===== config.mk =====
export PLATFORM = sky130hd
export DESIGN_NAME = cavlc_coeff_assembler
export DESIGN_NICKNAME = d
export VERILOG_FILES = /design/src/rtl/cavlc_coeff_assembler.sv
export SDC_FILE = /design/constraint.sdc
export NUM_CORES = 1
export LEC_CHECK = 0
export CAP_MARGIN = 25
export CORE_UTILIZATION = 50
export DETAILED_ROUTE_END_ITERATION = 6
export GPL_TIMING_DRIVEN = 0
export PLACE_DENSITY = 0.68
export SLEW_MARGIN = 40
export SYNTH_ARGS = -nofsm -noshare
export SYNTH_HDL_FRONTEND = slang
export SYNTH_SLANG_ARGS = --single-unit
export TNS_END_PERCENT = 1

===== constraint.sdc =====
create_clock -name Clk -period 3.8 [get_ports Clk]
set_input_delay 0.76 -clock Clk [delete_from_list [all_inputs] [get_ports Clk]]
set_output_delay 0.76 -clock Clk [all_outputs]
set_load 0.01 [all_outputs]

===== src/rtl/cavlc_coeff_assembler.sv =====
// CAVLC residual back end: places levels at scan positions using run_before, then
// drains the whole block over valid/ready. Define CAVLC_ZIGZAG_EN for raster-order drain.
module cavlc_coeff_assembler #(
  parameter int unsigned MAX_COEFF = 16,
  parameter int unsigned LEVEL_W   = 13
) (
  input  logic                      Clk,
  input  logic                      nReset,
  input  logic                      Start,
  input  logic [4:0]                TotalCoeff,
  input  logic [4:0]                TotalZeros,
  input  logic signed [LEVEL_W-1:0] LevelIn,
  input  logic                      LevelValid,
  output logic                      LevelReady,
  input  logic [3:0]                RunIn,
  input  logic                      RunValid,
  output logic                      RunReady,
  output logic signed [LEVEL_W-1:0] CoeffOut,
  output logic [4:0]                CoeffIdx,
  output logic                      CoeffValid,
  input  logic                      CoeffReady,
  output logic                      BlockDone,
  output logic                      Busy,
  output logic                      Error
);

  localparam logic [6:0] MAX_C  = 7'(MAX_COEFF);
  localparam logic [4:0] LAST_K = 5'(MAX_COEFF - 1);
`ifdef CAVLC_ZIGZAG_EN
  localparam bit ZIGZAG = (MAX_COEFF == 16);
`else
  localparam bit ZIGZAG = 1'b0;
`endif

  typedef enum logic [1:0] {S_IDLE, S_LEVEL, S_RUN, S_DRAIN} state_t;

  state_t                    state_q, state_d;
  logic [6:0]                pos_q, pos_d;
  logic [4:0]                zeros_q, zeros_d;
  logic [4:0]                cnt_q, cnt_d;
  logic [4:0]                tc_q, tc_d;
  logic [4:0]                k_q, k_d;
  logic                      err_q, err_d;
  logic                      done_q, done_d;
  logic                      clr, wr_en;
  logic [5:0]                sum;
  logic [4:0]                run_c;
  logic [4:0]                rd_idx;
  logic signed [LEVEL_W-1:0] rd_val;
  logic signed [LEVEL_W-1:0] coef_q [MAX_COEFF];

  // Raster position k -> scan index holding it (4x4 frame zigzag inverse).
  function automatic logic [4:0] zz(input logic [4:0] k);
    case (k)
      5'd2:    zz = 5'd5;
      5'd3:    zz = 5'd6;
      5'd4:    zz = 5'd2;
      5'd5:    zz = 5'd4;
      5'd6:    zz = 5'd7;
      5'd7:    zz = 5'd12;
      5'd8:    zz = 5'd3;
      5'd9:    zz = 5'd8;
      5'd10:   zz = 5'd11;
      5'd11:   zz = 5'd13;
      5'd12:   zz = 5'd9;
      5'd13:   zz = 5'd10;
      default: zz = k;
    endcase
  endfunction

  always_comb begin
    state_d = state_q;
    pos_d   = pos_q;
    zeros_d = zeros_q;
    cnt_d   = cnt_q;
    tc_d    = tc_q;
    k_d     = k_q;
    err_d   = err_q;
    done_d  = 1'b0;
    clr     = 1'b0;
    wr_en   = 1'b0;
    sum     = {1'b0, TotalCoeff} + {1'b0, TotalZeros};
    run_c   = ({1'b0, RunIn} > zeros_q) ? zeros_q : {1'b0, RunIn};
    case (state_q)
      S_IDLE: if (Start) begin
        clr     = 1'b1;
        pos_d   = {1'b0, sum} - 7'd1;
        zeros_d = TotalZeros;
        cnt_d   = '0;
        tc_d    = TotalCoeff;
        k_d     = '0;
        err_d   = ({2'b0, TotalCoeff} > MAX_C) || ({1'b0, sum} > MAX_C);
        state_d = (TotalCoeff == '0) ? S_DRAIN : S_LEVEL;
      end
      S_LEVEL: if (LevelValid) begin
        wr_en = 1'b1;
        if (cnt_q == tc_q - 5'd1) begin
          k_d     = '0;
          state_d = S_DRAIN;
        end else if (zeros_q != '0) begin
          state_d = S_RUN;
        end else begin
          pos_d = pos_q - 7'd1;
          cnt_d = cnt_q + 5'd1;
        end
      end
      S_RUN: if (RunValid) begin
        if ({1'b0, RunIn} > zeros_q) err_d = 1'b1;
        pos_d   = pos_q - {2'b0, run_c} - 7'd1;
        zeros_d = zeros_q - run_c;
        cnt_d   = cnt_q + 5'd1;
        state_d = S_LEVEL;
      end
      S_DRAIN: if (CoeffReady) begin
        if (k_q == LAST_K) begin
          k_d     = '0;
          done_d  = 1'b1;
          state_d = S_IDLE;
        end else begin
          k_d = k_q + 5'd1;
        end
      end
      default: state_d = S_IDLE;
    endcase
  end

  // Full-width compare on read/write: out-of-range positions simply match no entry.
  always_comb begin
    rd_idx = ZIGZAG ? zz(k_q) : k_q;
    rd_val = '0;
    for (int unsigned j = 0; j < MAX_COEFF; j++) begin
      if (rd_idx == 5'(j)) rd_val = coef_q[j];
    end
  end

  always_ff @(posedge Clk or negedge nReset) begin
    if (!nReset) begin
      state_q <= S_IDLE;
      pos_q   <= '0;
      zeros_q <= '0;
      cnt_q   <= '0;
      tc_q    <= '0;
      k_q     <= '0;
      err_q   <= 1'b0;
      done_q  <= 1'b0;
      for (int unsigned j = 0; j < MAX_COEFF; j++) coef_q[j] <= '0;
    end else begin
      state_q <= state_d;
      pos_q   <= pos_d;
      zeros_q <= zeros_d;
      cnt_q   <= cnt_d;
      tc_q    <= tc_d;
      k_q     <= k_d;
      err_q   <= err_d;
      done_q  <= done_d;
      for (int unsigned j = 0; j < MAX_COEFF; j++) begin
        if (clr) coef_q[j] <= '0;
        else if (wr_en && pos_q == 7'(j)) coef_q[j] <= LevelIn;
      end
    end
  end

  assign LevelReady = (state_q == S_LEVEL);
  assign RunReady   = (state_q == S_RUN);
  assign CoeffValid = (state_q == S_DRAIN);
  assign CoeffOut   = CoeffValid ? rd_val : '0;
  assign CoeffIdx   = CoeffValid ? k_q : '0;
  assign BlockDone  = done_q;
  assign Busy       = (state_q != S_IDLE);
  assign Error      = err_q;

endmodule


# == Word level (Yosys, flattened, before mapping) ==
# Cells that the tools add are included.
# word_totals
register_bits,239
inputBits,33
out_inout_bits,24
word_cells,219
# op_classes
n_addsub,9
order_cmp,3
n_eq_ne,44
mux,91
reduce_logical,48
# op_table
cell,count
two-way mux 13 bit,49
two-way mux 5 bit,13
equality test 7 x 4 -> 1 bit (second input constant),8
equality test 5 x 4 -> 1 bit (second input constant),8
nonzero test 2 bit,18
two-way mux 7 bit,5
case mux 5 bit (3 select lines),2
equality test 7 x 3 -> 1 bit (second input constant),4
case mux 7 bit (3 select lines),1
equality test 5 x 3 -> 1 bit (second input constant),4
logical AND 1 bit,16
two-way mux 2 bit,8
equality test 7 x 2 -> 1 bit (second input constant),2
subtractor 7 x 1 -> 7 bit (second input constant),2
AND reduction 6 bit,2
adder 5 x 1 -> 5 bit (second input constant),2
equality test 5 x 2 -> 1 bit (second input constant),2
zero test 5 bit,2
two-way mux 1 bit,10
!= test 2 bit (second input constant),5
case mux 5 bit (2 select lines),1
!= test 2 x 1 -> 1 bit (second input constant),4
case mux 2 bit (4 select lines),1
equality test 7 x 1 -> 1 bit (second input constant),1
other kinds (23),25

# == Logic depth before layout (Yosys ltp) ==
# logic_depth
word_depth,18
depth_mapped,18
ltp_nobuf,17

# == Worst setup path before layout ==
# No wires, ideal clock.
# synth_timing
path_type,in2reg
start,input RunIn[0]
end,register pos_q[6]
setup_ps,124
arrival_ps,3180
required_time_ps,3676
slack_ps,496
path_stages,17
path_buffers,1
cell_sequence,inv_1 ha_1 a41oi_1 o21a_1 clkbuf_1 nor2_1 a21o_1 inv_1 ha_1 inv_1 fa_1 nor2b_1 o31ai_1 nand2_1 or3_1 a31oi_1 o31a_1
# synth_via
elab_chain_len,6
# synth_rtl
element,line_no,rtl
start: declaration,15,"input logic [3:0] RunIn,"
> comparator 4 x 5 -> 1 bit,83,"run_c = ({1'b0, RunIn} > zeros_q) ? zeros_q : {1'b0, RunIn};"
two-way mux 5 bit (*),83,
subtractor 7 x 5 -> 7 bit (*),109,"pos_d = pos_q - {2'b0, run_c} - 7'd1;"
subtractor 7 x 1 -> 7 bit (*),109,
two-way mux 7 bit (*),107,S_RUN: if (RunValid) begin
case mux 7 bit (3 select lines) (*),84,case (state_q)
end signal: assignment,149,pos_q <= pos_d;
end: declaration,38,"logic [6:0] pos_q, pos_d;"
# Mark *: on every way between the ends. The rest lies on a longest branch, timed or not. The select of a mux whose other input is x is not followed.
# A chain may end at the register's enable or synchronous reset.

# == Worst setup path after layout ==
# layout_timing
start,register k_q[0]
end,output CoeffOut[2]
# layout_via
elab_chain_len,18
word_cells_on_any_way,33
cone_classes,15 x eq/ne; 17 x mux; 1 x reduce/logical
# layout_rtl
element,line_no,rtl
start: declaration,42,"logic [4:0] k_q, k_d;"
start signal: assignment,153,k_q <= k_d;
zero test 5 bit,132,if (rd_idx == 5'(j)) rd_val = coef_q[j];
two-way mux 13 bit (15 in series),132,
two-way mux 13 bit (*),132,
two-way mux 13 bit (*),166,assign CoeffOut = CoeffValid ? rd_val : '0;
end: declaration,18,"output logic signed [LEVEL_W-1:0] CoeffOut,"
# Mark *: on every way between the ends. The rest lies on a longest branch, timed or not.

==> qor.yml <==
outcome: "complete, but fails checks"
violations: "negative setup slack"
drtPass1Iterations: 6
seq_area_frac_synth: 0.4405
setup_violations: 6
ioPinCount: 57
syn_area_per_cell_sq_um: 8.550
synth_cell_types: 74
yosysWarnings: 0
via_count: 12710
grt_pass1_vias: 12410
drc: 0
place.gp.congestion: 0.9535
cp.required_ps: 3040
fmax_mhz: 259.0
hp-class: "in2async"
yosysMostFrequentCell: "a21oi_1"
core_area_sq_um: 26350
cts_tree: "built"
synth_nets: 1659
synth-main-ff-cell: "dfrtp_1"
clk_latency_ps: 550
power_mw: 9.014
synth-edff-count: 0
fin_skew_ps: 12.27
crit_start: "k_q[0]"
syn_area_sq_um: 13580
maxCapViolCount: 0
start_util: 0.5152
synth_top_cell_area_share: 0.4405
worst_pin_slew_ps: 960.6
grt_util_all_layers: 0.3297
cp_max_fo: 10
grt_max_degree: 75
grt_overflow: 0
cp_cell_sequence: "inv_2 -> ha_1 -> buf_6 -> or4b_4 -> buf_8 -> o32ai_2 -> o21ai_2 -> a21oi_2 -> o21ai_2 -> a21oi_2 -> clkbuf_2"
grt_pass1_wl_microns: 70530
die_width_microns: 166.8
cts.path.max_buffers: 3
ant_nets: 0
drt_iter0_drc: 1260
critPathCaptureType: "primary output"
area_delta_synth_final_pct: 17.87
cts_hold_buf: 0
die_h_microns: 166.8
r2r-end: "pos_q[6]"
r2r-start: "zeros_q[1]"
hpwl_microns: 32310
wl_per_cell_microns: 22.86
p_leak_nw: 6.958
cp.arrival_ps: 3100
root_buffer: "clkbuf_16"
rows: 59
yosys-top-cells-area: "dfrtp_1, a21oi_1, nand3_1"
n_antenna_cell: 0
max_stage_delay_ps: 490
path_class: "reg2out"
reg2reg_slack_ps: 490
cts_buffers: 27
powerDensity_nw_per_um2: 563.2
die_area_sq_um: 27820
drt-total-wl_microns: 46190
setup_slack_ps: -60.31
worstRegToRegCells: 12
ir_drop_mv: 0.6005
relSlewSlack: 0.3596
final_hold_viol_count: 0
final_area_sq_um: 16000
htree_levels: 1
yosysTopAreaCell: "dfrtp_1"
portBuffers: 43
period_needed_ps: 3860
antenna_found_initial: 1
postPlaceCellArea_sq_um: 14520
path_clk_slew_ps: 60
grt_setup_unrepaired: "true"
netlist_instances: 1588
numClockSinks: 239
drive_gt1_frac: 0.1412
synth-async-reset-ratio: 1.000
nets: 1737
ys_ff_latch: 239
fin_crit_sh: 1.016
synthTopCellsByCount: "a21oi_1, dfrtp_1, nand2_1, nand3_1, clkbuf_1"
vias_per_cell: 6.289
slowest_stage: "or4b_4"
start_kind: "flop"
report.final.slew_viol_count: 0
-- stage by stage --
stage	hold slack, ps	setup TNS, ps	instances	setup WS (ps)	util
floorplan	464.4	0	1588	496.1	-
global placement	498.7	-2042150	1966	-8552	0.5475
detailed placement	507.4	-3421	1969	-440.9	0.5511
CTS	144.1	-2017	2018	-263.5	0.5965
global route	165.2	-707.0	2021	-80.98	0.6073
finish	131.6	-129.6	2021	-60.31	0.6073
-- cells in the final DEF, fill, tap and decap left out, drive strengths merged, types with 5 or more instances in the layout --
| cell | Yosys | layout |
|---|---|---|
| buf | 52 | 68 |
| o22ai | 16 | 16 |
| nor3 | 12 | 12 |
| inv | 52 | 53 |
| and3 | 7 | 7 |
| bufinv | 0 | 6 |
| xor2 | 6 | 6 |
| mux2i | 61 | 61 |
| o31ai | 5 | 5 |
| nor3b | 6 | 6 |
| o221ai | 13 | 13 |
| dfrtp | 239 | 239 |
| and2 | 10 | 10 |
| nand2 | 203 | 203 |
| o32ai | 11 | 11 |
| nand3 | 180 | 180 |
| a211oi | 6 | 6 |
| clkinv | 1 | 7 |
| clkbuf | 108 | 141 |
| nor2 | 89 | 89 |
| clkdlybuf4s50 | 0 | 29 |
| nand2b | 5 | 5 |
| nor2b | 19 | 19 |
| o21a | 5 | 5 |
| a221oi | 26 | 26 |
| a21oi | 243 | 243 |
| xnor2 | 12 | 12 |
| o21ai | 91 | 91 |
| ha | 35 | 35 |
| a21o | 6 | 6 |
| a31oi | 5 | 5 |
-- sequential cells by signal, indices dropped and copies added, names as in the netlist --
register,cells
Error,1
cnt_q,5
coef_q,208
k_q,5
pos_q,7
state_q,2
tc_q,5
zeros_q,5
BlockDone,1
-- critical path: cells and delay by family (launching register included) --
family | cells | cell delay, ps
buffers and inverters | 4 | 520
AOI/OAI and AO/OA | 5 | 950
and+or+nand+nor | 1 | 490
adders and majority gates | 1 | 150
DFF | 1 | 450
-- timing repair --
| action | in CTS | in global routing |
|---|---|---|
| setup endpoints to repair | 13 | 16 |
| cloned | 0 | 0 |
| pin swaps | 16 | 17 |
| resized for setup | 92 | 81 |
| setup buffers | 0 | 4 |
-- final cells by class --
class,instances,area [sq um]
fillers,2336,10350
multi-input cells,1136,7178
flip-flops and latches,239,5982
plain buffers,159,747.0
clock buffers,33,728.2
repair buffers,50,509.2
well taps,335,419.2
clock inverters,16,241.5
inverters,53,198.9
-- routing by layer --
layer | up-vias | part of all wire | GRT usage
met5 | - | 0 | 0
met4 | 0 | 0.058 | 0.1840
met3 | 160 | 0.089 | 0.05727
met2 | 646 | 0.46 | 0.5312
met1 | 6158 | 0.39 | 0.4220
li1 | 5747 | - | -
-- where the power goes --
part / switching, mW / internal, mW
logic: 2.10 / 1.03
registers: 0.207 / 2.78
clock network: 1.12 / 1.77
total: 3.43 / 5.58
-- kinds of logic (layout without fill, tap and decap cells) --
| logic type | after synthesis | in the layout | share of synthesized area |
|---|---|---|---|
| compound gates | 456 | 456 | 0.2043 |
| xor+xnor | 18 | 18 | 0.01161 |
| fa+ha+maj | 38 | 38 | 0.03668 |
| buf+inv | 213 | 311 | 0.06469 |
| flops | 239 | 239 | 0.4405 |
| mux | 65 | 65 | 0.04829 |
| other cells | 1 | 1 | 0.0002762 |
| simple gates | 558 | 558 | 0.1937 |
-- worst max-delay path by stage --
stage                               to  cells after the start
after global placement      coef_q[70]                      1
after global routing       CoeffOut[3]                     11
after CTS                 CoeffOut[11]                     11
final                      CoeffOut[2]                     11
after floorplan               pos_q[6]                     17
after detailed placement      pos_q[6]                     14
Note: power is estimated with default switching activity, not from simulation.
